--- src/rtl/apb_pkg.sv ---
`default_nettype none
// +------------------------------------------------------------------+
// | Module : apb_pkg                                                 |
// | Brief  : Shared types and constants for the APB master bridge.   |
// | Rev    : 1.0  initial release                                    |
// +------------------------------------------------------------------+
package apb_pkg;

  // Bridge transfer phases
  typedef enum logic [1:0] {
    IDLE   = 2'd0,
    SETUP  = 2'd1,
    ACCESS = 2'd2
  } apb_state_e;

  // Each slave owns a 4 KB slot
  localparam int APB_SLOT_BITS = 12;

  // Width of a slave index; a single slave still gets one bit
  function automatic int idx_width(input int n);
    return (n > 1) ? $clog2(n) : 1;
  endfunction

endpackage
`default_nettype wire

--- src/rtl/apb_addr_decoder.sv ---
`default_nettype none
// +------------------------------------------------------------------+
// | Module : apb_addr_decoder                                        |
// | Brief  : Maps a byte address onto a peripheral slot: hit + index.|
// | Rev    : 1.0  initial release                                    |
// +------------------------------------------------------------------+
module apb_addr_decoder
  import apb_pkg::*;
#(
  parameter int          NUM_SLV   = 4,
  parameter logic [31:0] BASE_ADDR = 32'h1000_0000,
  parameter int          IDX_W     = 2
) (
  input  logic [31:0]      addr,
  output logic             hit,
  output logic [IDX_W-1:0] idx
);

  // Size of the whole peripheral region in bytes
  localparam logic [31:0] c_region = 32'(NUM_SLV) << APB_SLOT_BITS;

  logic [31:0] w_off;

  // Offset into the region; the range test on the offset avoids overflow of BASE+size
  always_comb begin
    w_off = addr - BASE_ADDR;
    hit   = (addr >= BASE_ADDR) && (w_off < c_region);
    idx   = w_off[APB_SLOT_BITS +: IDX_W];
  end

endmodule
`default_nettype wire

--- src/rtl/apb_master_bridge.sv ---
`default_nettype none
// +------------------------------------------------------------------+
// | Module : apb_master_bridge                                       |
// | Brief  : Core data-bus request -> APB3 SETUP/ACCESS transfer,    |
// |          one-hot slave select, read-back mux and stall timeout.  |
// | Rev    : 1.0  initial release                                    |
// +------------------------------------------------------------------+
module apb_master_bridge
  import apb_pkg::*;
#(
  parameter int          NUM_SLV   = 4,
  parameter logic [31:0] BASE_ADDR = 32'h1000_0000,
  parameter int          TIMEOUT   = 16
) (
  input  logic                   PCLK,
  input  logic                   PRESET,
  input  logic                   transfer,
  input  logic                   write,
  input  logic [31:0]            addr,
  input  logic [31:0]            wdata,
  output logic [31:0]            rdata,
  output logic                   ready,
  output logic                   err,
  output logic [31:0]            PADDR,
  output logic                   PWRITE,
  output logic [31:0]            PWDATA,
  output logic                   PENABLE,
  output logic [NUM_SLV-1:0]     PSEL,
  input  logic [NUM_SLV*32-1:0]  PRDATA,
  input  logic [NUM_SLV-1:0]     PREADY
);

  localparam int IDX_W = idx_width(NUM_SLV);
  localparam int CNT_W = (TIMEOUT > 0) ? $clog2(TIMEOUT + 1) : 1;
  localparam bit c_to_en = (TIMEOUT != 0);
  localparam logic [CNT_W-1:0] c_to_last = CNT_W'((TIMEOUT > 0) ? TIMEOUT - 1 : 0);

  apb_state_e         r_state;
  logic               r_hit;
  logic [IDX_W-1:0]   r_idx;
  logic [CNT_W-1:0]   r_cnt;

  logic               w_hit;
  logic [IDX_W-1:0]   w_idx;
  logic [31:0]        w_prdata [NUM_SLV];
  logic               w_sel_ready;
  logic [31:0]        w_sel_rdata;
  logic [NUM_SLV-1:0] w_dec_sel;
  logic               w_timeout;

  apb_addr_decoder #(
    .NUM_SLV   (NUM_SLV),
    .BASE_ADDR (BASE_ADDR),
    .IDX_W     (IDX_W)
  ) u_dec (
    .addr (addr),
    .hit  (w_hit),
    .idx  (w_idx)
  );

  // Split the flat read-data bus into per-slave words
  for (genvar i = 0; i < NUM_SLV; i++) begin : g_prdata
    assign w_prdata[i] = PRDATA[32*i +: 32];
  end

  // Response mux from the latched slave, select pattern for a new request, stall limit
  always_comb begin
    w_sel_ready = PREADY[r_idx];
    w_sel_rdata = w_prdata[r_idx];
    w_dec_sel   = w_hit ? (NUM_SLV'(1) << w_idx) : '0;
    w_timeout   = c_to_en && (r_cnt == c_to_last);
  end

  // Transfer sequencer with registered APB and completion outputs
  always_ff @(posedge PCLK or posedge PRESET) begin
    if (PRESET) begin
      r_state <= IDLE;
      r_hit   <= 1'b0;
      r_idx   <= '0;
      r_cnt   <= '0;
      PSEL    <= '0;
      PENABLE <= 1'b0;
      PWRITE  <= 1'b0;
      PADDR   <= '0;
      PWDATA  <= '0;
      rdata   <= '0;
      ready   <= 1'b0;
      err     <= 1'b0;
    end else begin
      // Completion outputs are single-cycle pulses
      ready <= 1'b0;
      err   <= 1'b0;
      rdata <= '0;
      case (r_state)
        IDLE: begin
          if (transfer) begin
            PADDR   <= addr;
            PWDATA  <= wdata;
            PWRITE  <= write;
            r_hit   <= w_hit;
            r_idx   <= w_idx;
            PSEL    <= w_dec_sel;
            PENABLE <= 1'b0;
            r_state <= SETUP;
          end
        end
        SETUP: begin
          PENABLE <= 1'b1;
          r_state <= ACCESS;
        end
        ACCESS: begin
          if (!r_hit || w_sel_ready || w_timeout) begin
            r_state <= IDLE;
            PSEL    <= '0;
            PENABLE <= 1'b0;
            r_cnt   <= '0;
            ready   <= 1'b1;
            err     <= !r_hit || !w_sel_ready;
            if (r_hit && w_sel_ready && !PWRITE) begin
              rdata <= w_sel_rdata;
            end
          end else if (c_to_en) begin
            r_cnt <= r_cnt + 1'b1;
          end
        end
        default: begin
          r_state <= IDLE;
          PSEL    <= '0;
          PENABLE <= 1'b0;
          r_cnt   <= '0;
        end
      endcase
    end
  end

endmodule
`default_nettype wire

--- config.mk ---
export PLATFORM = sky130hd
export DESIGN_NAME = apb_master_bridge
export DESIGN_NICKNAME = d
export VERILOG_FILES = /design/src/rtl/apb_pkg.sv /design/src/rtl/apb_addr_decoder.sv /design/src/rtl/apb_master_bridge.sv
export SDC_FILE = /design/constraint.sdc
export NUM_CORES = 1
export LEC_CHECK = 0
export CORE_ASPECT_RATIO = 1.1
export CORE_UTILIZATION = 34
export DETAILED_ROUTE_END_ITERATION = 10
export GPL_TIMING_DRIVEN = 0
export HOLD_SLACK_MARGIN = 0.12
export PLACE_DENSITY = 0.83
export SETUP_SLACK_MARGIN = 0.2
export SYNTH_ARGS = -nofsm -noshare
export SYNTH_HDL_FRONTEND = slang
export SYNTH_SLANG_ARGS = --single-unit
--- constraint.sdc ---
create_clock -name PCLK -period 3.4 [get_ports PCLK]
set_input_delay 0.68 -clock PCLK [delete_from_list [all_inputs] [get_ports PCLK]]
set_output_delay 0.68 -clock PCLK [all_outputs]
set_load 0.01 [all_outputs]
==> results.yml <==
finish:
  final_cell_mix: "303 x clkdlybuf4s50_1, 111 x dfrtp_1, 65 x mux2_2"
  areaGrowthSynthToFinish_pct: 74.1
  final_common_cell: "clkdlybuf4s50_1"
  drive_gt1_share_pct: 19.9
  antenna_cells: 0
  fin_nets: 826
yosys:
  syn_area_mm2: 0.00486
  yosys_warnings: 0
  synth_edf_count: 0
  ys_seq_area_share_pct: 57.1
  synth.distinct_cells: 29
  syn_inst: 308
  dominantRegCellSynth: "dfrtp_1"
  syn-num-nets: 510
  ys_ff_latch: 111
  synth.avg_cell_area_um2: 15.8
  postSynth.asyncResetShare_pct: 100
clock_tree:
  cts_buffer_depth: 2
  cts_buffers: 9
  postCtsSetupRepairBufs: 0
  cts-root-buf: "clkbuf_16"
  h-tree-depth: 3
  ctsResizeCount: 0
  clock_sinks: 111
  clock_latency_ns: 0.34
  cts_hold_buf: 0
  cts_tree: "yes"
  clkTransAtPathRegs_ns: 0.07
worst_setup_path:
  cp_max_fo: 5
  crit_slowest_cell: "nor4_1"
  worstRegToRegCells: 5
  critPathBufInv: 1
  crit_path_max_incr_delay_ns: 0.81
  worstReg2RegEnd: "PSEL[0]"
  critPathTopFamily: "simple AND/OR/NAND/NOR gates"
  start_kind: "input pin"
  r2r-start: "PENABLE"
  regToRegSetupSlack_ns: 0.77
  arrival_ns: 3.12
  worstPathRequired_ns: 3.68
  path_cells: "clkdlybuf4s50_1 -> nor3b_1 -> nand4_1 -> nor4_1 -> a32o_1"
  crit_type: "in -> reg"
  worstSetupEndpointType: "flip-flop"
placement:
  portBuffers: 303
  gp_congestion: 0.838
  hpwl_um: 12100
grt:
  antenna_found_initial: 0
  grt.overflow.total: 0
  grt_max_degree: 45
  track_usage_pct: 19.6
  grt_pass1_wl_um: 21400
  grt_pass1_vias: 4217
timing:
  tightest_slew_ns: 1.01
  tns_ns: 0
  setup_viol: 0
  max_freq_ghz: 0.352
  rsz0062_at_grt: "no"
  relSlewSlack_pct: 32.1
  fin_crit_ns: 2.84
  period_share_pct: 83.5
  hold_viol_final: 0
  slew_viol_final: 0
  fin_skew_ns: 0.00779
route:
  ant_nets: 0
  dr.first_iter.drc_count: 130
  drt_first_pass_iters: 4
  wire_per_inst_um: 17.6
  drc: 0
  routed_wl_um: 14400
  vias_per_cell: 4.83
  vias: 3945
die:
  dieArea_mm2: 0.0148
  num_io_pins: 304
  die_w_um: 116
  coreArea_mm2: 0.0139
  rows: 45
  die_h_um: 127
  start_util_pct: 35.0
power:
  irDropWorstVdd_mv: 0.188
  power.total_uw: 4130
  leakage_uw: 0.00354
  p_per_area_mw_per_mm2: 488
min_path:
  hold_start: "PSEL[3]"
  hold_depth: 1
  hold_class: "reg -> reg"
  worstHoldEndpoint: "PSEL[3]"
outcome:
  status: "complete, no violations"
flow_run:
  drv_cap: 0
cell families after synthesis:
family                   share of synthesized area (%)
flip-flops                                        57.1
multiplexers                                      30.5
AND/OR/NAND/NOR                                   6.79
buffers and inverters                             2.85
AO/OA/AOI/OAI                                     2.21
adder cells (fa/ha/maj)                          0.514
worst max path at each step:
stage | endpoint | cells after the start | slack, ns | start
final | PSEL[0] | 5 | 0.56 | transfer
after CTS | PSEL[0] | 5 | 0.39 | transfer
after global routing | PSEL[0] | 5 | 0.27 | transfer
after floorplan | r_cnt[3] | 5 | 1.25 | PREADY[3]
after detailed placement | PSEL[0] | 5 | 0.09 | transfer
after global placement | PSEL[2] | 5 | 0.18 | transfer
cell usage after synthesis, drive strengths merged, types with 2 or more instances:
library cell	number	share of area, %
buf	8	1.0
nor4	3	0.39
ha	2	0.51
a32o	5	1.0
inv	9	0.69
a21o	3	0.46
mux2	65	15
mux4	33	15
nor3b	4	0.72
dfrtp	111	57
nand2b	2	0.26
and3	34	4.4
o21ai	3	0.31
clkbuf	15	1.2
layer usage:
metal | wire length [µm] | vias up | track usage [%]
met4 | 446 | 0 | 9.43
met1 | 4910 | 1907 | 19.1
li1 | - | 1793 | -
met5 | 0 | - | 0
met2 | 7830 | 217 | 37.8
met3 | 1190 | 28 | 4.60
report_power, final:
group          leakage, µW  switching, µW  internal (µW)
registers          0.00140            112           1530
logic              0.00200            534            944
clock network     0.000140            468            544
total              0.00354           1110           3020
metrics by stage:
step | hold WS, ns | instances | instance area [µm²] | util, % | worst slack (ns)
floorplan | 0.461 | 308 | 4870 | - | 1.25
global placement | 0.476 | 799 | 8140 | 58.5 | 0.175
detailed placement | 0.480 | 801 | 8180 | 58.8 | 0.0877
CTS | 0.504 | 817 | 8470 | 60.9 | 0.391
global route | 0.514 | 817 | 8470 | 60.9 | 0.272
finish | 0.495 | 817 | 8470 | 60.9 | 0.560
layout make-up:
| class | instances | area (µm²) |
|---|---|---|
| Fill cell | 1113 | 5440 |
| Timing Repair Buffer | 305 | 3070 |
| Sequential cell | 111 | 2780 |
| Multi-Input combinational cell | 165 | 1950 |
| Clock buffer | 11 | 253 |
| Tap cell | 188 | 235 |
| Buffer | 23 | 105 |
| Clock inverter | 5 | 40.0 |
| Inverter | 9 | 37.5 |
state kept, by name (all words and copies together) (netlist names), 4 cells and up:
signal  cells
PADDR      32
PWDATA     32
rdata      32
r_cnt       5
PSEL        4
No activity file was read; power rests on OpenSTA's default activity.
